File: src/rtl/add_requester.sv
// Initiator for a start/valid adder: one start pulse per accepted operand pair, result presented on ready/valid.
// Polices the adder with a WAIT timeout and a sticky spurious-valid flag. ADD_REQ_CHECK_EN adds a sum checker.
module add_requester #(
  parameter int W       = 10,
  parameter int TIMEOUT = 4,
  parameter int CNT_W   = 16
) (
  input  logic             clk,
  input  logic             rst,
  input  logic             in_valid,
  output logic             in_ready,
  input  logic [W-1:0]     in_a,
  input  logic [W-1:0]     in_b,
  output logic             start,
  output logic [W-1:0]     a,
  output logic [W-1:0]     b,
  input  logic [W-1:0]     y,
  input  logic             valid,
  output logic             out_valid,
  input  logic             out_ready,
  output logic [W-1:0]     out_y,
  output logic             out_timeout,
`ifdef ADD_REQ_CHECK_EN
  output logic             mismatch,
`endif
  output logic             spurious,
  output logic [CNT_W-1:0] txn_count
);

  localparam int TW = $clog2(TIMEOUT + 1);

  typedef enum logic [1:0] {IDLE, ISSUE, WAIT, HOLD} state_t;

  state_t        state;
  logic [TW-1:0] wait_cnt;

  // Gated by rst so upstream never sees a handshake while reset is held.
  assign in_ready = (state == IDLE) && !rst;

`ifdef ADD_REQ_CHECK_EN
  logic [W-1:0] exp_sum;
  assign exp_sum = a + b;
`endif

  always_ff @(posedge clk) begin
    if (rst) begin
      state       <= IDLE;
      start       <= 1'b0;
      a           <= '0;
      b           <= '0;
      out_valid   <= 1'b0;
      out_y       <= '0;
      out_timeout <= 1'b0;
      spurious    <= 1'b0;
      txn_count   <= '0;
      wait_cnt    <= '0;
`ifdef ADD_REQ_CHECK_EN
      mismatch    <= 1'b0;
`endif
    end else begin
      // Any adder valid outside WAIT, including a late one after timeout, is a protocol error.
      if (valid && state != WAIT)
        spurious <= 1'b1;

      case (state)
        IDLE: begin
          if (in_valid) begin
            a     <= in_a;
            b     <= in_b;
            start <= 1'b1;
            state <= ISSUE;
          end
        end
        ISSUE: begin
          start    <= 1'b0;
          wait_cnt <= '0;
          state    <= WAIT;
        end
        WAIT: begin
          if (valid) begin
            out_y       <= y;
            out_timeout <= 1'b0;
            out_valid   <= 1'b1;
            state       <= HOLD;
`ifdef ADD_REQ_CHECK_EN
            mismatch    <= (y != exp_sum);
`endif
          end else if (wait_cnt == TW'(TIMEOUT - 1)) begin
            out_y       <= '0;
            out_timeout <= 1'b1;
            out_valid   <= 1'b1;
            state       <= HOLD;
`ifdef ADD_REQ_CHECK_EN
            mismatch    <= 1'b0;
`endif
          end else begin
            wait_cnt <= wait_cnt + TW'(1);
          end
        end
        HOLD: begin
          if (out_ready) begin
            out_valid <= 1'b0;
            txn_count <= txn_count + CNT_W'(1);
            state     <= IDLE;
          end
        end
        default: state <= IDLE;
      endcase
    end
  end

endmodule

File: config.mk
export PLATFORM = sky130hd
export DESIGN_NAME = add_requester
export DESIGN_NICKNAME = d
export VERILOG_FILES = /design/src/rtl/add_requester.sv
export SDC_FILE = /design/constraint.sdc
export NUM_CORES = 1
export LEC_CHECK = 0
export CAP_MARGIN = 20
export CORE_ASPECT_RATIO = 0.75
export CORE_MARGIN = 5
export CORE_UTILIZATION = 43
export CTS_CLUSTER_SIZE = 10
export DETAILED_ROUTE_END_ITERATION = 6
export PLACE_DENSITY = 0.79
export SLEW_MARGIN = 30
export SYNTH_ARGS = -nofsm -noshare
export SYNTH_HDL_FRONTEND = slang
export SYNTH_SLANG_ARGS = --single-unit
File: constraint.sdc
create_clock -name clk -period 1.98 [get_ports clk]
set_input_delay 0.594 -clock clk [delete_from_list [all_inputs] [get_ports clk]]
set_output_delay 0.594 -clock clk [all_outputs]
set_load 0.01 [all_outputs]
# ---- After elaboration in Yosys (flattened, before gate mapping)
# Cells that the tools add are included.
dict set report totals {
  ff_bits 55
  in_bits 35
  wordCells 54
}
dict set report classes {
  add_sub_neg 2
  n_eq_ne 10
  mux 17
  reduce_logical 15
}
# operator n
set ops {}
lappend ops {{$mux 10} 2}
lappend ops {{$add 16x1->16 const B} 1}
lappend ops {{$ne 2x2->1 const B} 5}
lappend ops {{$reduce_and 3->1} 3}
lappend ops {{$mux 2} 4}
lappend ops {{$pmux 2 s4} 1}
lappend ops {{$reduce_and 2->1} 4}
lappend ops {{$reduce_bool 2->1} 4}
lappend ops {{$mux 3} 2}
lappend ops {{$pmux 3 s2} 1}
lappend ops {{$mux 1} 5}
lappend ops {{$eq 2x2->1 const B} 2}
lappend ops {{$pmux 1 s2} 2}
lappend ops {{$add 3x1->3 const B} 1}
lappend ops {{$eq 3x2->1 const B} 1}
lappend ops {{$ne 3x3->1 const B} 1}
lappend ops {{$eq 2x1->1 const B} 1}
lappend ops {{$logic_and 1x1->1} 2}
lappend ops {{$logic_not 2->1} 1}
lappend ops {{$logic_not 1->1} 1}

# ---- Longest topological paths before layout
dict set report depth {
  depth_word 4
  ltp_mapped 6
  depth_no_buf 6
}

# ---- Worst setup path before layout
# OpenSTA, ideal clock, no wires.
dict set report synth_timing {
  path_kind {flip-flop to flip-flop}
  from {register state[0]}
  to {register txn_count[13]}
  setup_ns 0.123
  arrival_time_ns 1.633
  required_time_ns 1.857
  path_slack_ns 0.224
  path_stages_with_launch 7
  period_less_slack_ns 1.756
  cell_sequence {dfxtp_1 > ha_1 > buf_2 > nand4_1 > nor4_2 > nand3_1 > mux2_1}
}
dict set report synth_between {
  elab_chain_len 2
}
# item line_no
set synth_lines {}
lappend synth_lines {{start, declared} 34} ;# state_t state;
lappend synth_lines {{start signal, assigned} 47} ;# state <= IDLE;
lappend synth_lines {{start signal, assigned} 71} ;# state <= ISSUE;
lappend synth_lines {{start signal, assigned} 77} ;# state <= WAIT;
lappend synth_lines {{$eq 2x2->1} 65} ;# case (state)
lappend synth_lines {{$reduce_and 2->1 (no source line)} n/a}
lappend synth_lines {{end signal, assigned} 103} ;# txn_count <= txn_count + CNT_W'(1);
lappend synth_lines {{end, declared} 27} ;# output logic [CNT_W-1:0] txn_count
# Every way passes these cells.
# A chain may end at the register's enable or synchronous reset.

# ---- Worst setup path in the final report
dict set report layout_timing {
  from {register txn_count[6]}
  to {output port txn_count[6]}
}
# No word-level cell between the ends.

==> results.json <==
{
  "status": "finished clean",
  "worst_hold_path.endpoint": "a[5]",
  "cp_top_family": "buffers and inverters",
  "cp-start-kind": "flop",
  "grt_setup_unrepaired": "false",
  "synthMostInstantiatedCell": "dfxtp_1",
  "critical_path.cell_chain": "clkdlybuf4s50_1",
  "avgSynthCellArea_um2": 8.46,
  "slowest_delay_ns": 0.59,
  "r2r_start": "state[0]",
  "rr_worst_depth": 6,
  "clock_latency_ns": 0.30,
  "netlist_area_um2": 2230,
  "setup_violations": 0,
  "layout-area-overhead-vs-synth_pct": 50.3,
  "core_um2": 4950,
  "drt_iter0_markers": 64,
  "worstHoldPathType": "flop to flop",
  "antenna_found_initial": 0,
  "ys_types": 35,
  "fmax_mhz": 517,
  "slew_viol_final": 0,
  "min_from": "a[5]",
  "final.period_utilization": 0.977,
  "maxSlewHeadroom": 0.611,
  "ios": 86,
  "root_buffer": "clkbuf_8",
  "power.density_nw_per_um2": 874,
  "worst_clock_skew_ns": 0.00528,
  "place_area_um2": 3220,
  "first_global_vias": 1980,
  "period_needed_ns": 1.93,
  "layout.cells.non_filler": 419,
  "grt.overflow.total": 0,
  "rrSetupSlack_ns": 0.23,
  "rows": 22,
  "grt_pass1_wl_um": 9070,
  "worstPathArrival_ns": 1.34,
  "drt_wl_total_um": 5440,
  "crit_type": "flop to output pin",
  "drive_above_1_share": 0.109,
  "die_w_um": 93.2,
  "final_nets": 401,
  "max_slew.worst_pin.slew_ns": 0.583,
  "endpoint_kind": "output pin",
  "min_path_cells": 2,
  "synth_ff_type": "dfxtp_1",
  "power_leakage_nw": 1.22,
  "required_ns": 1.39,
  "final_antenna_net_count": 0,
  "portBuffers": 85,
  "wl_per_cell_um": 13.0,
  "viasPerCell": 5.03,
  "track_usage": 0.165,
  "design_area_um2": 3360,
  "cts_htree_levels": 2,
  "firstDrtPassIters": 4,
  "fin_hold_ws_ns": 0.455,
  "clock-sinks": 55,
  "dp.cells": 410,
  "synth_top_area_share": 0.493,
  "dp_slack_ns": -0.239,
  "ir_drop_uv": 514,
  "remaining_drc_errors": 0,
  "clk_path_buf_depth": 2,
  "setup_ws_ns": 0.0463,
  "synth_nets": 307,
  "dieArea_um2": 6750,
  "via_count": 2106,
  "antennaDiodeCount": 0,
  "clk_pin_slew_ns": 0.09,
  "grt_max_degree": 59,
  "hold_viol": 0,
  "initial_utilization": 0.451,
  "ys_seq_area_frac": 0.493,
  "cts_tree": "yes",
  "synth_area_leaders": "dfxtp_1 49%, nand2_1 7.9%, a21oi_1 7.2%, nor2_1 5.4%, ha_1 4.5%",
  "gp_congestion": 0.790,
  "cts-buffers-inserted": 5,
  "synthArstFlopShare": 0,
  "critPathSlowestCell": "clkdlybuf4s50_1",
  "synth_area_leader_cell": "dfxtp_1",
  "max_cap_viol_count": 0,
  "synth_edf_count": 0,
  "postSynthCellCount": 264,
  "worst-path-buf-inv": 1,
  "r2r_end": "txn_count[12]",
  "dp_hpwl_um": 4060,
  "synth_warnings": 0,
  "synth-seq-cells": 55,
  "synth_commonest_cells": "55 x dfxtp_1, 47 x nand2_1, 32 x a21oi_1, 32 x nor2_1, 10 x a22oi_1",
  "die_h_um": 72.4,
  "postLayoutCoreUtil": 0.677,
  "cp_max_fo": 4
}
[flip-flops by register name, indices dropped and copies added, names as in the netlist]
register / flops
out_valid: 1
wait_cnt: 3
a: 10
state: 2
b: 10
out_y: 10
txn_count: 16
spurious: 1
start: 1
out_timeout: 1
[placed cells by master (no fill, tap or decap), types with 2 or more instances in the layout]
cell	netlist	layout
nor2b_1	3	3
xnor2_1	7	7
ha_1	8	8
a31o_2	2	2
a211oi_1	2	2
nand3_1	8	8
a22oi_1	10	10
dfxtp_1	55	50
clkdlybuf4s50_1	0	83
or3_1	4	4
clkbuf_8	0	6
a21oi_1	32	31
nor4_1	2	2
nand2_1	47	47
and2_1	2	2
nor3_1	3	3
dfxtp_2	0	5
nand2b_1	3	3
buf_4	0	14
inv_1	9	9
o21ai_0	7	7
xor2_1	2	2
nor2_1	32	32
[routing by layer]
metal | GRT usage | wire length (um) | share of wire | vias to the layer above
li1 | - | - | - | 1074
met1 | 0.201 | 2450 | 0.45 | 969
met2 | 0.271 | 2470 | 0.45 | 59
met3 | 0.0819 | 499 | 0.092 | 4
met4 | 0.0260 | 19 | 0.0035 | 0
met5 | 0 | 0 | 0 | -
[where the power goes]
group	switching, W	internal, W
clock network	0.000343	0.000409
logic	0.000429	0.000463
registers	0.0000605	0.00123
[final cells by class]
class                           instances  area [um2]
Inverter                                9        33.8
Tap cell                               60        75.1
Multi-Input combinational cell        187        1050
Timing Repair Buffer                  100         971
Clock buffer                            6        82.6
Clock inverter                          2        35.0
Sequential cell                        55        1110
Fill cell                             435        1600
[stage by stage]
stage / power, W / setup TNS [ns]
after global placement: 0.00218 / -0.930
final: 0.00293 / 0
after detailed placement: 0.00221 / -1.34
after global routing: 0.00313 / 0
after CTS: 0.00296 / 0
after floorplan: 0.00174 / 0
[cell families after synthesis]
kind of cell               count (synthesis)  share of synthesized area
xor gates and xnor gates                   9                     0.0353
buffers and inverters                     22                     0.0376
AOI/OAI and AO/OA                         55                      0.142
and+or+nand+nor                          113                      0.237
muxes                                      2                    0.00953
adders and majority gates                  8                     0.0448
DFF                                       55                      0.493
[worst max-delay path by stage]
| stage | end | slack (ns) | from | cells after the start |
|---|---|---|---|---|
| CTS | txn_count[5] | 0.008 | txn_count[5] | 1 |
| finish | txn_count[6] | 0.05 | txn_count[6] | 1 |
| floorplan | txn_count[13] | 0.22 | state[0] | 6 |
| detailed placement | txn_count[14] | -0.24 | out_ready | 5 |
| global placement | txn_count[14] | -0.21 | out_ready | 5 |
| global route | txn_count[4] | 0.003 | txn_count[4] | 1 |
[repair_timing]
action,in CTS,in global routing
resized for setup,2,6
setup buffers,0,1
hold buffers,0,0
setup endpoints to repair,1,5
Power figures use the tool's default switching activity.
